**config.mk**
```make
export PLATFORM = sky130hd
export DESIGN_NAME = brick_render
export DESIGN_NICKNAME = d
export VERILOG_FILES = /design/src/rtl/brick_render.sv
export SDC_FILE = /design/constraint.sdc
export NUM_CORES = 1
export LEC_CHECK = 0
export CAP_MARGIN = 15
export CORE_MARGIN = 2
export CORE_UTILIZATION = 25
export CTS_BUF_LIST = sky130_fd_sc_hd__clkbuf_16
export DETAILED_ROUTE_END_ITERATION = 7
export PLACE_DENSITY_LB_ADDON = 0.3
export SLEW_MARGIN = 20
export SYNTH_ARGS = -nofsm -noshare
export SYNTH_HDL_FRONTEND = slang
export SYNTH_SLANG_ARGS = --single-unit
```
**constraint.sdc**
```tcl
create_clock -name clk -period 2.56 [get_ports clk]
set_clock_uncertainty 0.1 [all_clocks]
set_input_delay 0.384 -clock clk [delete_from_list [all_inputs] [get_ports clk]]
set_output_delay 0.384 -clock clk [all_outputs]
set_load 0.05 [all_outputs]
```
**src/rtl/brick_render.sv**
```systemverilog
// Brick field renderer: per-frame map snapshot, brick count, level-clear flash sequencer. Optional macro: BRICK_BORDER_EN.
// Latency: 2 clk from (h_cnt, v_cnt, video_on) to (brick_pix, rgb_out); map/state update on frame_start edges.
// Backpressure: none, free-running pixel stream.
module brick_render #(
    parameter int          X0           = 64,
    parameter int          Y0           = 64,
    parameter int          FLASH_FRAMES = 60,
    parameter int          BLINK_SHIFT  = 3,
    parameter logic [7:0]  ROW0_RGB     = 8'hE0,
    parameter logic [7:0]  ROW1_RGB     = 8'hFC,
    parameter logic [7:0]  ROW2_RGB     = 8'h1C
) (
    input  logic        clk,
    input  logic        rst,
    input  logic [23:0] arr_in,
    input  logic [10:0] h_cnt,
    input  logic [10:0] v_cnt,
    input  logic        video_on,
    input  logic        frame_start,
    output logic        brick_pix,
    output logic [7:0]  rgb_out,
    output logic [4:0]  brick_count,
    output logic        level_clear,
    output logic        flashing
);

    typedef enum logic [1:0] {PLAY, FLASH, DONE} state_t;

    localparam logic [10:0] X_LO       = 11'(X0);
    localparam logic [10:0] X_HI       = 11'(X0 + 512);
    localparam logic [10:0] Y_LO       = 11'(Y0);
    localparam logic [10:0] Y_HI       = 11'(Y0 + 96);
    localparam logic [7:0]  FLASH_LAST = 8'(FLASH_FRAMES - 1);

    function automatic logic [4:0] popcount(input logic [23:0] m);
        logic [4:0] c;
        c = '0;
        for (int i = 0; i < 24; i++) c = c + 5'(m[i]);
        return c;
    endfunction

    state_t      state, state_nxt;
    logic [7:0]  frame_cnt, frame_cnt_nxt;
    logic        clr_nxt;
    logic [23:0] snapshot;
    logic [4:0]  arr_pop;
    logic        arr_zero;

    assign arr_pop  = popcount(arr_in);
    assign arr_zero = (arr_pop == 5'd0);

    // Sequencer only advances on frame_start so each decision sees a whole frame.
    always_comb begin
        state_nxt     = state;
        frame_cnt_nxt = frame_cnt;
        clr_nxt       = 1'b0;
        if (frame_start) begin
            case (state)
                PLAY: begin
                    if (arr_zero) begin
                        state_nxt     = FLASH;
                        frame_cnt_nxt = '0;
                    end
                end
                FLASH: begin
                    if (!arr_zero) begin
                        state_nxt = PLAY;
                    end else if (frame_cnt == FLASH_LAST) begin
                        state_nxt = DONE;
                        clr_nxt   = 1'b1;
                    end else begin
                        frame_cnt_nxt = frame_cnt + 8'd1;
                    end
                end
                DONE: begin
                    if (!arr_zero) state_nxt = PLAY;
                end
                default: state_nxt = PLAY;
            endcase
        end
    end

    always_ff @(posedge clk or negedge rst) begin
        if (!rst) begin
            state       <= PLAY;
            frame_cnt   <= '0;
            level_clear <= 1'b0;
            flashing    <= 1'b0;
            snapshot    <= 24'hFFFFFF;
            brick_count <= 5'd24;
        end else begin
            state       <= state_nxt;
            frame_cnt   <= frame_cnt_nxt;
            level_clear <= clr_nxt;
            flashing    <= (state_nxt == FLASH);
            if (frame_start) begin
                snapshot    <= arr_in;
                brick_count <= arr_pop;
            end
        end
    end

    // Stage 1: field decode
    logic       s1_in_field, s1_mortar;
    logic [2:0] s1_col;
    logic [1:0] s1_row;
    logic       in_rng, mortar_d;

    assign in_rng = video_on && (h_cnt >= X_LO) && (h_cnt < X_HI)
                             && (v_cnt >= Y_LO) && (v_cnt < Y_HI);

`ifdef BRICK_BORDER_EN
    assign mortar_d = (6'(h_cnt - X_LO) == 6'd0) || (5'(v_cnt - Y_LO) == 5'd0);
`else
    assign mortar_d = 1'b0;
`endif

    always_ff @(posedge clk or negedge rst) begin
        if (!rst) begin
            s1_in_field <= 1'b0;
            s1_mortar   <= 1'b0;
            s1_col      <= '0;
            s1_row      <= '0;
        end else begin
            s1_in_field <= in_rng;
            s1_mortar   <= mortar_d;
            s1_col      <= 3'((h_cnt - X_LO) >> 6);
            s1_row      <= 2'((v_cnt - Y_LO) >> 5);
        end
    end

    // Stage 2: map lookup; the whole field is lit during the flash sequence
    logic [23:0] draw_map;
    logic        blank, pix_d;
    logic [7:0]  row_rgb;

    assign draw_map = (state == FLASH) ? 24'hFFFFFF : snapshot;
    assign blank    = ((state == FLASH) && frame_cnt[BLINK_SHIFT]) || (state == DONE);
    assign pix_d    = s1_in_field && draw_map[{s1_row, s1_col}] && !s1_mortar && !blank;

    always_comb begin
        case (s1_row)
            2'd0:    row_rgb = ROW0_RGB;
            2'd1:    row_rgb = ROW1_RGB;
            default: row_rgb = ROW2_RGB;
        endcase
    end

    always_ff @(posedge clk or negedge rst) begin
        if (!rst) begin
            brick_pix <= 1'b0;
            rgb_out   <= '0;
        end else begin
            brick_pix <= pix_d;
            rgb_out   <= pix_d ? row_rgb : 8'h00;
        end
    end

endmodule
```
==> results of run 1 <==
## cell usage in the layout, fill, tap and decap left out, drive strengths merged, types with 3 or more instances in the layout
| master | n |
|---|---|
| o21ai | 11 |
| fa | 17 |
| a2111oi | 4 |
| dfrtp | 24 |
| ha | 9 |
| and3 | 3 |
| mux2i | 6 |
| inv | 39 |
| a21o | 4 |
| clkdlybuf4s50 | 45 |
| o31ai | 5 |
| dfstp | 26 |
| clkinv | 3 |
| nand2 | 8 |
| mux4 | 4 |
| a21oi | 3 |
| nor4 | 3 |
| buf | 32 |
| nor3 | 4 |
| nor2 | 11 |
| clkbuf | 8 |
| nand2b | 3 |
| mux2 | 26 |
| nand3 | 7 |
## flip-flops by register name, summed over array words and instances (netlist names)
register and flops:
snapshot 24, frame_cnt 8, brick_count 5, s1_col 3
rgb_out 2, s1_row 2, state 2, brick_pix 1
flashing 1, level_clear 1, s1_in_field 1
## cells in the mapped netlist, types with 5 or more instances
library cell  instances
buf_4                 7
dfrtp_1              24
dfstp_2              26
fa_1                 17
ha_1                  9
inv_1                39
mux2_2               26
mux2i_1               6
nand2_1               8
nand3_1               7
nor2_1               11
o21ai_0               8
o31ai_1               5
## cells by family (layout without fill, tap and decap cells)
logic type,after synthesis,after routing
other cells,1,2
buf+inv,52,127
simple gates,50,50
fa+ha+maj,26,26
compound gates,35,36
xor+xnor,2,2
flops,50,50
mux,36,36
## stage by stage
stage | instance area (um2) | TNS, ps
after floorplan | 3078 | -32780
after global placement | 3884 | -45560
after detailed placement | 3884 | -46250
after CTS | 4114 | -34770
after global routing | 4170 | -35380
final | 4170 | -33200
## area by class of cell
class	instances	area (um2)
sequential	50	1284
multi-input combinational	152	1672
inverter	39	156.4
timing repair buffer	80	738.2
tap	143	178.9
fill	1142	7346
clock buffer	5	125.1
clock inverter	3	16.27
## worst paths after layout
| kind | cells after the start | end | from | slack (ps) |
|---|---|---|---|---|
| min in group clk | 2 | snapshot[17] | arr_in[17] | 240 |
| hold reg to reg | 1 | rgb_out[6] | s1_row[1] | 370 |
| setup reg to reg | 4 | brick_pix | s1_col[0] | 540 |
| max in group asynchronous | 2 | snapshot[16] | rst | 1490 |
| setup / recovery | 18 | frame_cnt[6] | arr_in[11] | -2280 |
| hold / removal | 1 | brick_count[0] | rst | 60 |
## repair_timing
action,in CTS,in global routing
endpoints found under the setup margin,17,17
buffers inserted,6,0
resized for setup,65,19
cloned,1,0
hold endpoints to repair,0,0
pin swaps,29,24
## layer usage
metal	part of all wire (%)	track usage, %	vias to the layer above
met3	4.9	2.142	4
met2	50	18.28	53
met1	45	14.84	1044
met4	0.88	2.927	0
met5	0	0	-
li1	-	-	1009
## where the power goes
group	total, uW	internal [uW]	switching [uW]	leakage (uW)
logic	2840	1470	1370	0.00113
registers	1010	939	72.0	0.000589
clock network	639	357	282	0.0000689
total	4490	2770	1720	0.00179
## worst max-delay path, delay by kind of cell
family,cells,cell delay [ps]
adders and majority gates,7,2960
AOI/OAI and AO/OA,5,1060
buffers and inverters,6,480
==> results.tsv, run 1 <==
stage	metric	value	unit
synthesis	average cell area after synthesis	11.81	um2
global_routing	aggregate global routing overflow	0	
floorplan	die area	12800	um2
outcome	outcome	finished with violations	
sta	final setup vio count	17	
global_routing	largest net degree at the start of global routing	36	
floorplan	Std-Cell Core Area	11520	um2
finish	nets	404	
synthesis	Mapped Cells	252	
routing	Routed wire per std cell	14.14	um
global_routing	GRT Total Usage	11.03	%
sta	worst-case hold slack	61.34	ps
setup_path	CP max FO	5	
floorplan	Die Wd	113.1	um
global_routing	initial antenna violation count	0	
synthesis	post-synthesis adder-cell area fraction	15.22	%
sta	Worst Tran Pin Value	774.6	ps
sta	Final Hold Vio Count	0	
clock_network	Sink Count	50	
synthesis	mux contribution to synthesized area	14.88	%
clock_network	clock-pin slew on the worst setup and hold paths	70	ps
hold_path	hold crit path type	input port to async pin	
routing	routed wire length	6673	um
routing	DRC	1	
synthesis	largest family of logic cells by synthesized area	adder cells	
finish	Finished Layout Cells	472	
synthesis	Yosys top cell area share	22.95	%
synthesis	area share of xor/xnor cells in the synthesized design	0.5885	%
global_routing	vias in the first global route	2240	
placed_design	hpwl dp	5123	um
clock_network	Clock Tree Buf Depth	2	
clock_network	clock root buffer	clkbuf_16	
placed_design	RePlAce Congestion	0.7767	
synthesis	Synth Cell Area	2977	um2
setup_path	slowest cell delay on critical path	540	ps
placed_design	Cell Count Post-Placement	458	
sta	Slew Viols, Final	0	
finish	area delta synth->final	40.10	%
placed_design	Port Buffers	58	
synthesis	Netlist cell types	46	
synthesis	ys flop type	dfstp_2	
routing	vias per std cell	4.470	
setup_path	Critical Path RT	2630	ps
power	pwr dens	1076	nW/um2
clock_network	Skew-Pair Late Insertion Delay	290	ps
setup_path	critical path arrival	4900	ps
run	Max Cap Viol	0	
setup_path	Crit-path slowest cell	fa_1	
sta	Rel. slew slack	48.36	%
synthesis	Yosys warnings	0	
routing	Vias	2110	
clock_network	Num CTS Buffers	5	
clock_network	CTS tree	done	
setup_path	CP cell instances	buf_8 -> fa_1 -> inv_2 -> fa_2 -> inv_2 -> fa_2 -> fa_1 -> inv_1 -> fa_1 -> inv_2 -> ha_4 -> fa_2 -> a21o_1 -> a2111oi_4 -> buf_4 -> o2111ai_4 -> o21ai_2 -> o31ai_4	
clock_network	hold_buf cts	0	
floorplan	initial cell density of the core	25.85	%
synthesis	Synth Area in Compound Gates	8.995	%
sta	Period minus WS final	4838	ps
sta	RSZ-0062 raised after global routing	yes	
setup_path	CP Capture Type	flip-flop	
clock_network	H-Tree Depth	2	
setup_path	Worst setup SP type	input port	
outcome	failing checks	DRC, setup timing	
power	total power draw	4488	uW
floorplan	row cnt	39	
global_routing	first-pass GRT wire length	11250	um
floorplan	Die Y	113.1	um
synthesis	simple-gate share of the synthesized area	9.584	%
sta	final worst slack	-2278	ps
power	leak pwr	0.001792	uW
synthesis	post-synthesis register bit count	50	
setup_path	worst setup path class	input port to flip-flop	
synthesis	Area contributors post-synth	dfstp_2 23%, dfrtp_1 20%, fa_1 11%, mux2_2 9.8%, inv_1 4.9%	
placed_design	pre-CTS setup slack	-3059	ps
finish	fin util	36.21	%
finish	diode count	0	
routing	Pre-antenna DRT Iters	6	
sta	fin crit share	189.0	%
synthesis	post-synth top area cell	dfstp_2	
synthesis	Post-synth EDFFs	0	
sta	f_max	0.2067	GHz
synthesis	Async SR Flop Fraction	100.0	%
routing	first-iteration detailed-routing DRC count	45	
routing	Final ANT Viol Nets	0	
synthesis	Seq/Total Area, Yosys	43.13	%
floorplan	I/O Pins	66	
finish	share of post-route cells with drive strength above 1	41.95	%
power	IR drop worst, VDD	0.4167	mV
Note: power is estimated with default switching activity, not from simulation.
==> run 2: changes to the inputs <==
--- a/config.mk
+++ b/config.mk
@@ -7,7 +7,7 @@
 export LEC_CHECK = 0
 export CAP_MARGIN = 15
 export CORE_MARGIN = 2
-export CORE_UTILIZATION = 25
+export CORE_UTILIZATION = 51
 export CTS_BUF_LIST = sky130_fd_sc_hd__clkbuf_16
 export DETAILED_ROUTE_END_ITERATION = 7
 export PLACE_DENSITY_LB_ADDON = 0.3
==> results.tsv, run 2 (synthesized netlist as in run 1, its figures left out) <==
stage	metric	value	unit	change
finish	area delta synth->final	39.01	%	was 40.10%
finish	Biggest register	snapshot		unchanged
finish	commonest non-fill, non-tap cell in the layout	clkdlybuf4s50_1		unchanged
floorplan	I/O Pins	66		unchanged
power	pwr dens	1144	nW/um2	was 1076 nW/um2
setup_path	CP max FO	7		was 5
finish	fin util	74.23	%	was 36.21%
routing	vias per std cell	5.507		was 4.470
finish	design area	4138	um2	was 4170 um2
sta	Rel. slew slack	48.93	%	was 48.36%
setup_path	critical path arrival	4960	ps	was 4900 ps
setup_path	Crit-path slowest cell	fa_1		unchanged
clock_network	clock-pin slew on the worst setup and hold paths	70	ps	about the same
routing	Pre-antenna DRT Iters	4		was 6
sta	Slew Viols, Final	0		unchanged
outcome	outcome	finished with violations		unchanged
routing	Vias	2225		was 2,110
outcome	failing checks	setup timing		was DRC, setup timing
run	Max Cap Viol	0		unchanged
floorplan	die area	6463	um2	was 12,800 um2
routing	first-iteration detailed-routing DRC count	92		was 45
placed_design	Port Buffers	58		unchanged
finish	share of post-route cells with drive strength above 1	42.47	%	was 41.95%
clock_network	clock root buffer	clkbuf_16		unchanged
sta	f_max	0.2058	GHz	was 0.2067 GHz
routing	routed wire length	6930	um	was 6673 um
routing	Final ANT Viol Nets	0		unchanged
finish	Top Registers	snapshot (24), frame_cnt (8), brick_count (5)		unchanged
setup_path	Worst setup SP type	input port		unchanged
sta	RSZ-0062 raised after global routing	yes		unchanged
setup_path	CP cell instances	buf_6 -> fa_1 -> inv_1 -> fa_1 -> fa_1 -> inv_1 -> fa_1 -> inv_2 -> fa_1 -> inv_2 -> ha_4 -> fa_2 -> a21o_1 -> a2111oi_4 -> o21ai_2 -> nand4bb_4 -> o31ai_2		was buf_8 -> fa_1 -> inv_2 -> fa_2 -> inv_2 -> fa_2 -> fa_1 -> inv_1 -> fa_1 -> inv_2 -> ha_4 -> fa_2 -> a21o_1 -> a2111oi_4 -> buf_4 -> o2111ai_4 -> o21ai_2 -> o31ai_4
global_routing	first-pass GRT wire length	11580	um	was 11,250 um
sta	setup tns final	-33760	ps	was -33,200 ps
clock_network	Sink Count	50		unchanged
global_routing	initial antenna violation count	0		unchanged
sta	fin crit share	189.8	%	was 189.0%
setup_path	CP Capture Type	flip-flop		unchanged
clock_network	hold_buf cts	0		unchanged
global_routing	largest net degree at the start of global routing	35		was 36
finish	max reg flops	24		unchanged
hold_path	hold crit path type	input port to async pin		unchanged
routing	Routed wire per std cell	17.15	um	was 14.14 um
sta	Final Hold Vio Count	0		unchanged
routing	DRC	0		was 1
clock_network	Skew-Pair Late Insertion Delay	300	ps	was 290 ps
floorplan	row cnt	27		was 39
sta	Worst Tran Pin Value	766.1	ps	was 774.6 ps
power	leak pwr	0.001827	uW	was 0.001792 uW
finish	diode count	0		unchanged
clock_network	H-Tree Depth	2		unchanged
placed_design	hpwl dp	4760	um	was 5123 um
finish	nets	407		was 404
setup_path	crit-path most repeated cell	fa_1		
floorplan	initial cell density of the core	53.40	%	was 25.85%
clock_network	Num CTS Buffers	5		unchanged
sta	final setup vio count	17		unchanged
placed_design	RePlAce Congestion	0.8534		was 0.7767
global_routing	aggregate global routing overflow	0		unchanged
sta	final worst slack	-2299	ps	was -2278 ps
setup_path	Critical Path RT	2660	ps	was 2630 ps
setup_path	slowest cell delay on critical path	530	ps	was 540 ps
clock_network	CTS tree	done		unchanged
clock_network	Clock Tree Buf Depth	2		unchanged
sta	Period minus WS final	4859	ps	was 4838 ps
floorplan	Die Wd	80.40	um	was 113.1 um
power	IR drop worst, VDD	1.079	mV	was 0.4167 mV
floorplan	Die Y	80.40	um	was 113.1 um
placed_design	Post-DP Area	3795	um2	was 3884 um2
floorplan	Std-Cell Core Area	5574	um2	was 11,520 um2
global_routing	GRT Total Usage	23.89	%	was 11.03%
finish	most frequent cells in the layout	45 x clkdlybuf4s50_1, 31 x inv_1, 26 x dfstp_2		was 45 x clkdlybuf4s50_1, 29 x inv_1, 26 x dfstp_2
setup_path	worst setup path class	input port to flip-flop		unchanged
global_routing	vias in the first global route	2392		was 2,240
run 2: cell types whose count changed in the layout (fill, tap and decap cells not counted), sizes merged:
cell / previous run / this run
buf: 32 / 33
inv: 39 / 40
bufinv: 0 / 1
clkinv: 3 / 1
clkbuf: 8 / 10
run 2: stage by stage:
| step | power, uW | setup slack [ps] | instances | hold slack (ps) |
|---|---|---|---|---|
| 2_1_floorplan | 2606 | -2254 | 253 | -11.59 |
| 3_3_place_gp | 3302 | -2959 | 387 | 340.5 |
| 3_5_place_dp | 3372 | -3024 | 387 | 366.4 |
| 4_1_cts | 4526 | -2376 | 402 | 89.61 |
| 5_1_grt | 5027 | -2479 | 404 | 123.6 |
| 6_report | 4732 | -2299 | 404 | 60.83 |
run 2: final timing paths:
check                      startpoint             end  slack, ps  cells past startpoint
max                        arr_in[17]    frame_cnt[5]      -2300                     17
min                               rst  brick_count[0]         60                      1
min in group clk           arr_in[17]    snapshot[17]        230                      2
min reg2reg                 s1_row[1]      rgb_out[6]        370                      1
max reg2reg                 s1_col[0]       brick_pix        550                      4
max in group asynchronous         rst     snapshot[8]       1550                      2
run 2: where the power goes:
group	switching (uW)	internal (uW)	leakage, uW
clock	303	463	0.0000842
sequential	78.2	939	0.000589
combinational	1470	1480	0.00115
total	1850	2880	0.00183
run 2: metal layers:
layer | track usage, % | wire length, um
met5 | 0 | 0
met4 | 10.68 | 217
met3 | 3.933 | 216
met2 | 40.92 | 3723
met1 | 29.68 | 2772
run 2: cell type report:
| type | instances | area, um2 |
|---|---|---|
| clock inverter | 3 | 43.79 |
| multi-input combinational | 152 | 1685 |
| tap | 72 | 90.09 |
| timing repair buffer | 83 | 755.7 |
| inverter | 39 | 153.9 |
| clock buffer | 5 | 125.1 |
| fill | 373 | 1436 |
| sequential | 50 | 1284 |
run 2: what timing repair did:
action,CTS,global route
pin swaps,23,24
setup endpoints to repair,17,17
buffers inserted,7,4
resized for setup,48,35
cloned,1,0
run 2: worst max-delay path, delay by kind of cell:
kind | cells | cell delay [ps]
buffers and inverters | 5 | 290
adder cells (fa/ha/maj) | 7 | 2970
AO/OA/AOI/OAI | 4 | 1020
AND/OR/NAND/NOR | 1 | 310
==> RTL edit 1: new RTL, config.mk and constraints of run 2 <==
Make the reset (`rst`) synchronous in 3 clocked blocks.
--- a/src/rtl/brick_render.sv
+++ b/src/rtl/brick_render.sv
@@ -81,5 +81,5 @@
     end
 
-    always_ff @(posedge clk or negedge rst) begin
+    always_ff @(posedge clk) begin
         if (!rst) begin
             state       <= PLAY;
@@ -116,5 +116,5 @@
 `endif
 
-    always_ff @(posedge clk or negedge rst) begin
+    always_ff @(posedge clk) begin
         if (!rst) begin
             s1_in_field <= 1'b0;
@@ -147,5 +147,5 @@
     end
 
-    always_ff @(posedge clk or negedge rst) begin
+    always_ff @(posedge clk) begin
         if (!rst) begin
             brick_pix <= 1'b0;
Check against the original RTL: differs if rst is asserted again (counterexample within 4 cycles, from zero or initial values and one cycle with rst low); with rst held inactive, the same outputs for 10 cycles.
==> RTL edit 1 against run 2 <==
- the run still ends with setup timing left
- wire length is 5.7% higher
- power is 11% lower
- area after synthesis is 5.7% lower
- die area is 5.4% lower
- sequential power is 13% lower
- cell count is 11% higher
- combinational power is 9.2% lower
- sequential cell count stayed put
- worst setup slack worse by 0.28 ns
- design area is 4.7% lower
- critical endpoint is now frame_cnt[3]
- largest power group unchanged
==> RTL edit 1: results (changes against run 2) <==
| Metric | Value |
|---|---|
| Fraction of registers with async set/reset | 0 (-1.00) |
| Reg2reg path depth | 7 (+3) |
| First-pass GRT wire length | 11.6 mm (+0.41%) |
| Post-layout util | 0.730 (-0.0127) |
| Cells after DPL | 431 (+11%) |
| DRT Wirelength | 7.33 mm (+5.7%) |
| Pre-CTS setup slack | -3.26 ns (-0.241 ns) |
| Fin worst setup slack | -2.58 ns (-0.280 ns) |
| Status | finished with violations |
| DRT iter0 DRCs | 155 (+68%) |
| Worst vdd rail ir drop | 0.968 mV (-10%) |
| Placed cell area | 3670 um^2 (-3.2%) |
| Hold WC Path Type | primary input to flop |
| Reg2reg start | frame_cnt[0] |
| Placer Congestion | 0.842 (-1.4%) |
| Crit path max fanout | 4 (-3) |
| Vias in the first global route | 2484 (+3.8%) |
| Largest net degree at the start of global routing | 33 (-5.7%) |
| Final Setup Violations | 17 (unchanged) |
| Relative slew slack | 0.630 (+0.141) |
| Synth Area in Compound Gates | 0.103 (+0.0130) |
| Met2 wire len | 3.90 mm (+4.7%) |
| Fillers | 381 (+2.1%) |
| CP Data Arrival Time | 5.24 ns (+0.28 ns) |
| Syn Area/Cell | 9.75 um^2 (-17%) |
| Violated checks | setup timing |
| Synth area leaders | dfxtp_1, fa_1, mux2i_1 |
| Top_reg_cell synth | dfxtp_1 |
| Post-route setup TNS | -35.68 ns (-1.92 ns) |
| Layout cells sized above 1 | 0.263 (-0.161) |
| Reg-to-Reg End | frame_cnt[3] |
| Hpwl dp | 5.12 mm (+7.5%) |
| Synth Area in Adders | 0.161 (+0.00915) |
| Post-synthesis mux area share | 0.148 (-0.000852) |
| Reg-to-reg slack, setup | 0.15 ns (-0.40 ns) |
| Post-synthesis sequential area ratio | 0.357 (-0.0748) |
-- RTL edit 1: where the power goes --
group	internal, mW	total, mW	switching, mW
sequential	0.845	0.890	0.0446
clock	0.357	0.647	0.289
combinational	1.33	2.68	1.35
total	2.53	4.22	1.69
-- RTL edit 1: final cells by class --
cell class                      instances  area share
Tap cell                               72      0.0228
Clock inverter                          3     0.00412
Timing Repair Buffer                   95       0.209
Multi-Input combinational cell        185       0.440
Clock buffer                            5      0.0317
Sequential cell                        50       0.254
Inverter                               38      0.0381
-- RTL edit 1: worst max-delay path, cell delays in order --
cell	delay (ns)
buf_6	0.10
fa_1	0.52
inv_1	0.05
fa_1	0.45
fa_1	0.51
inv_2	0.04
fa_1	0.49
inv_1	0.05
fa_1	0.50
inv_2	0.05
ha_4	0.15
fa_2	0.43
or2_4	0.26
a2111oi_4	0.33
o2111ai_2	0.21
buf_4	0.21
or4_4	0.43
o31ai_4	0.08
-- RTL edit 1: how the worst min path moves through the flow --
stage | startpoint | to | slack, ns | cells after the start
4_1_cts | arr_in[11] | snapshot[11] | 0.21 | 3
5_1_grt | arr_in[11] | snapshot[11] | 0.25 | 3
6_report | arr_in[11] | snapshot[11] | 0.21 | 3
3_5_place_dp | brick_count[3] | brick_count[3] | 0.35 | 2
2_1_floorplan | snapshot[10] | snapshot[10] | 0.34 | 2
3_3_place_gp | snapshot[2] | snapshot[2] | 0.35 | 2
-- RTL edit 1: metal layers --
metal / GRT usage / up-vias
met2: 0.430 / 82
li1: - / 1144
met3: 0.0471 / 15
met1: 0.296 / 1170
met4: 0.0842 / 0
met5: 0 / -
-- RTL edit 1: repair_timing --
item,CTS,global route
pin swaps,27,12
gates cloned,0,1
endpoints found under the setup margin,17,17
gates resized for setup,63,14
setup buffers,5,4
==> RTL edit 2: new RTL, settings of run 2 <==
Without the edit above. The option `BRICK_BORDER_EN` is turned on by a define.
--- a/src/rtl/brick_render.sv
+++ b/src/rtl/brick_render.sv
@@ -2,4 +2,6 @@
 // Latency: 2 clk from (h_cnt, v_cnt, video_on) to (brick_pix, rgb_out); map/state update on frame_start edges.
 // Backpressure: none, free-running pixel stream.
+`define BRICK_BORDER_EN
+
 module brick_render #(
     parameter int          X0           = 64,
Formal check against the unedited RTL: not equivalent (a bounded check fails within 4 cycles, from zero or initial values and one cycle with rst low).
==> RTL edit 2 against run 2 <==
- the run still ends with setup timing left
- worst setup slack gained 0.088 ns
- wire length fell by 2.2%
- largest cell class unchanged
- area after synthesis rose by 0.34%
- power shrank 16%
- design area grew 0.15%
- sequential cell count is 1 higher
- cell count grew 0.74%
==> RTL edit 2: results (changes against run 2) <==
| Metric | Value |
|---|---|
| GRT Total Usage | 0.221 (-0.0182) |
| Reg2reg start | frame_cnt[0] |
| Routed len/inst | 16.7 um (-2.9%) |
| Worst vdd rail ir drop | 1.17 mV (+8.2%) |
| Fillers | 402 (+7.8%) |
| Post-route setup TNS | -31.85 ns (+1.91 ns) |
| Placer Congestion | 0.814 (-4.7%) |
| Fin worst setup slack | -2.21 ns (+0.0880 ns) |
| Crit path max fanout | 7 (unchanged) |
| CP Data Arrival Time | 4.87 ns (-0.09 ns) |
| Clock latency on the worst-skew pair | 0.29 ns |
| IO buf count | 63 (+8.6%) |
| Hold WC Path Type | primary input to flop |
| Met2 wire len | 3.58 mm (-3.9%) |
| Post-synthesis sequential area ratio | 0.438 (+0.00693) |
| Worst path max stage delay | 0.54 ns |
| Least-Margin Pin Slew | 0.582 ns (-0.185 ns) |
| Reg2reg path depth | 7 (+3) |
| Met3 WL | 219 um (+1.4%) |
| Reg-to-Reg End | frame_cnt[2] |
| Pre-CTS setup slack | -3.10 ns (-0.0708 ns) |
| Hpwl dp | 4.93 mm (+3.6%) |
| Synth area leaders | dfstp_2, dfrtp_1, fa_1 |
| Violated checks | setup timing |
| CP max-delay cell | fa_2 |
| Final Setup Violations | 17 (unchanged) |
| Vias | 2153 (-3.2%) |
| Clk buf depth | 2 (unchanged) |
| DRT iter0 DRCs | 71 (-23%) |
| Biggest registers after layout | snapshot (24), frame_cnt (8), brick_count (5) |
| Pint | 2.50 mW (-13%) |
| Leak | 1.83 nW (about the same) |
| Nets@finish | 410 (+0.74%) |
| Met1 WL | 2.83 mm (+2.1%) |
| Reg-to-reg slack, setup | 0.28 ns (-0.27 ns) |
| Layout cells sized above 1 | 0.421 (-0.00380) |
| Fraction of registers with async set/reset | 1.00 (unchanged) |
| Vias in the first global route | 2259 (-5.6%) |
| First-pass GRT wire length | 10.6 mm (-8.8%) |
| Highest routed layer | met4 |
| Largest net degree at the start of global routing | 35 (unchanged) |
| H-tree depth | 2 (unchanged) |
| Synth top cells by count | inv_1, mux2_2, dfstp_2, dfrtp_1, fa_1 |
| Distinct cell type count after synthesis | 41 (-11%) |
| Status | finished with violations |
==> RTL edit 2: cell types whose count changed after synthesis, sizes merged, moves of 3 or more <==
cell / change
o31ai: +6
clkbuf: +5
inv: +4
a2111oi: -3
buf: -3
nor3: -3
==> RTL edit 2: worst max path at each step <==
stage,startpoint,endpoint,slack (ns),depth (start not counted)
global route,arr_in[11],frame_cnt[2],-2.33,19
global placement,arr_in[5],frame_cnt[6],-3.02,17
floorplan,arr_in[5],frame_cnt[6],-2.33,17
CTS,arr_in[17],frame_cnt[6],-2.29,17
finish,arr_in[9],frame_cnt[6],-2.21,17
detailed placement,arr_in[5],frame_cnt[6],-3.10,17
==> RTL edit 2: per-stage QoR <==
stage	area (um^2)	std cells	hold slack, ns
final	4140	407	0.227
after global routing	4140	407	0.218
after CTS	3960	403	0.228
after detailed placement	3760	394	0.310
after global placement	3760	394	0.306
after floorplan	3030	260	-0.0116
==> RTL edit 2: routing by layer <==
metal	global-route usage	vias to the layer above
li1	-	1034
met1	0.270	1058
met2	0.378	47
met3	0.0449	14
met4	0.0949	0
met5	0	-
==> RTL edit 2: worst max-delay path: cells and delay by family <==
kind / cells / cell delay, ns
AO/OA/AOI/OAI: 2 / 0.58
adder cells (fa/ha/maj): 7 / 3.09
AND/OR/NAND/NOR: 3 / 0.57
buffers and inverters: 5 / 0.27
==> RTL edit 2: final cells by class <==
| class | count | share of cell area |
|---|---|---|
| multi-input combinational | 151 | 0.399 |
| sequential | 51 | 0.316 |
| timing repair buffer | 82 | 0.188 |
| inverter | 43 | 0.0414 |
| clock buffer | 5 | 0.0302 |
| tap | 72 | 0.0217 |
| clock inverter | 3 | 0.00393 |
==> RTL edit 2: cell families after synthesis <==
kind of cell    Yosys count  share of synthesized area
simple gates             47                     0.0821
fa+ha+maj                26                      0.152
xor+xnor                  2                    0.00587
compound gates           37                     0.0876
flops                    51                      0.438
buf+inv                  58                     0.0813
other cells               1                    0.00126
mux                      37                      0.152
==> RTL edit 2: power groups by stage <==
stage	Clock [mW]	Combinational [mW]	Sequential [mW]
4_1_cts	0.664	1.91	1.02
6_report	0.650	2.32	1.02
2_1_floorplan	0	0.982	1.18
3_5_place_dp	0	1.76	1.03
3_3_place_gp	0	1.71	1.03
5_1_grt	0.701	2.55	1.03
==> RTL edit 2: repair_timing <==
action | in CTS | in global routing
setup endpoints to repair | 17 | 17
buffers inserted | 0 | 4
gates resized for setup | 59 | 52
pin swaps | 23 | 21
endpoints found under the hold margin | 12 | 0
hold buffers | 1 | 0
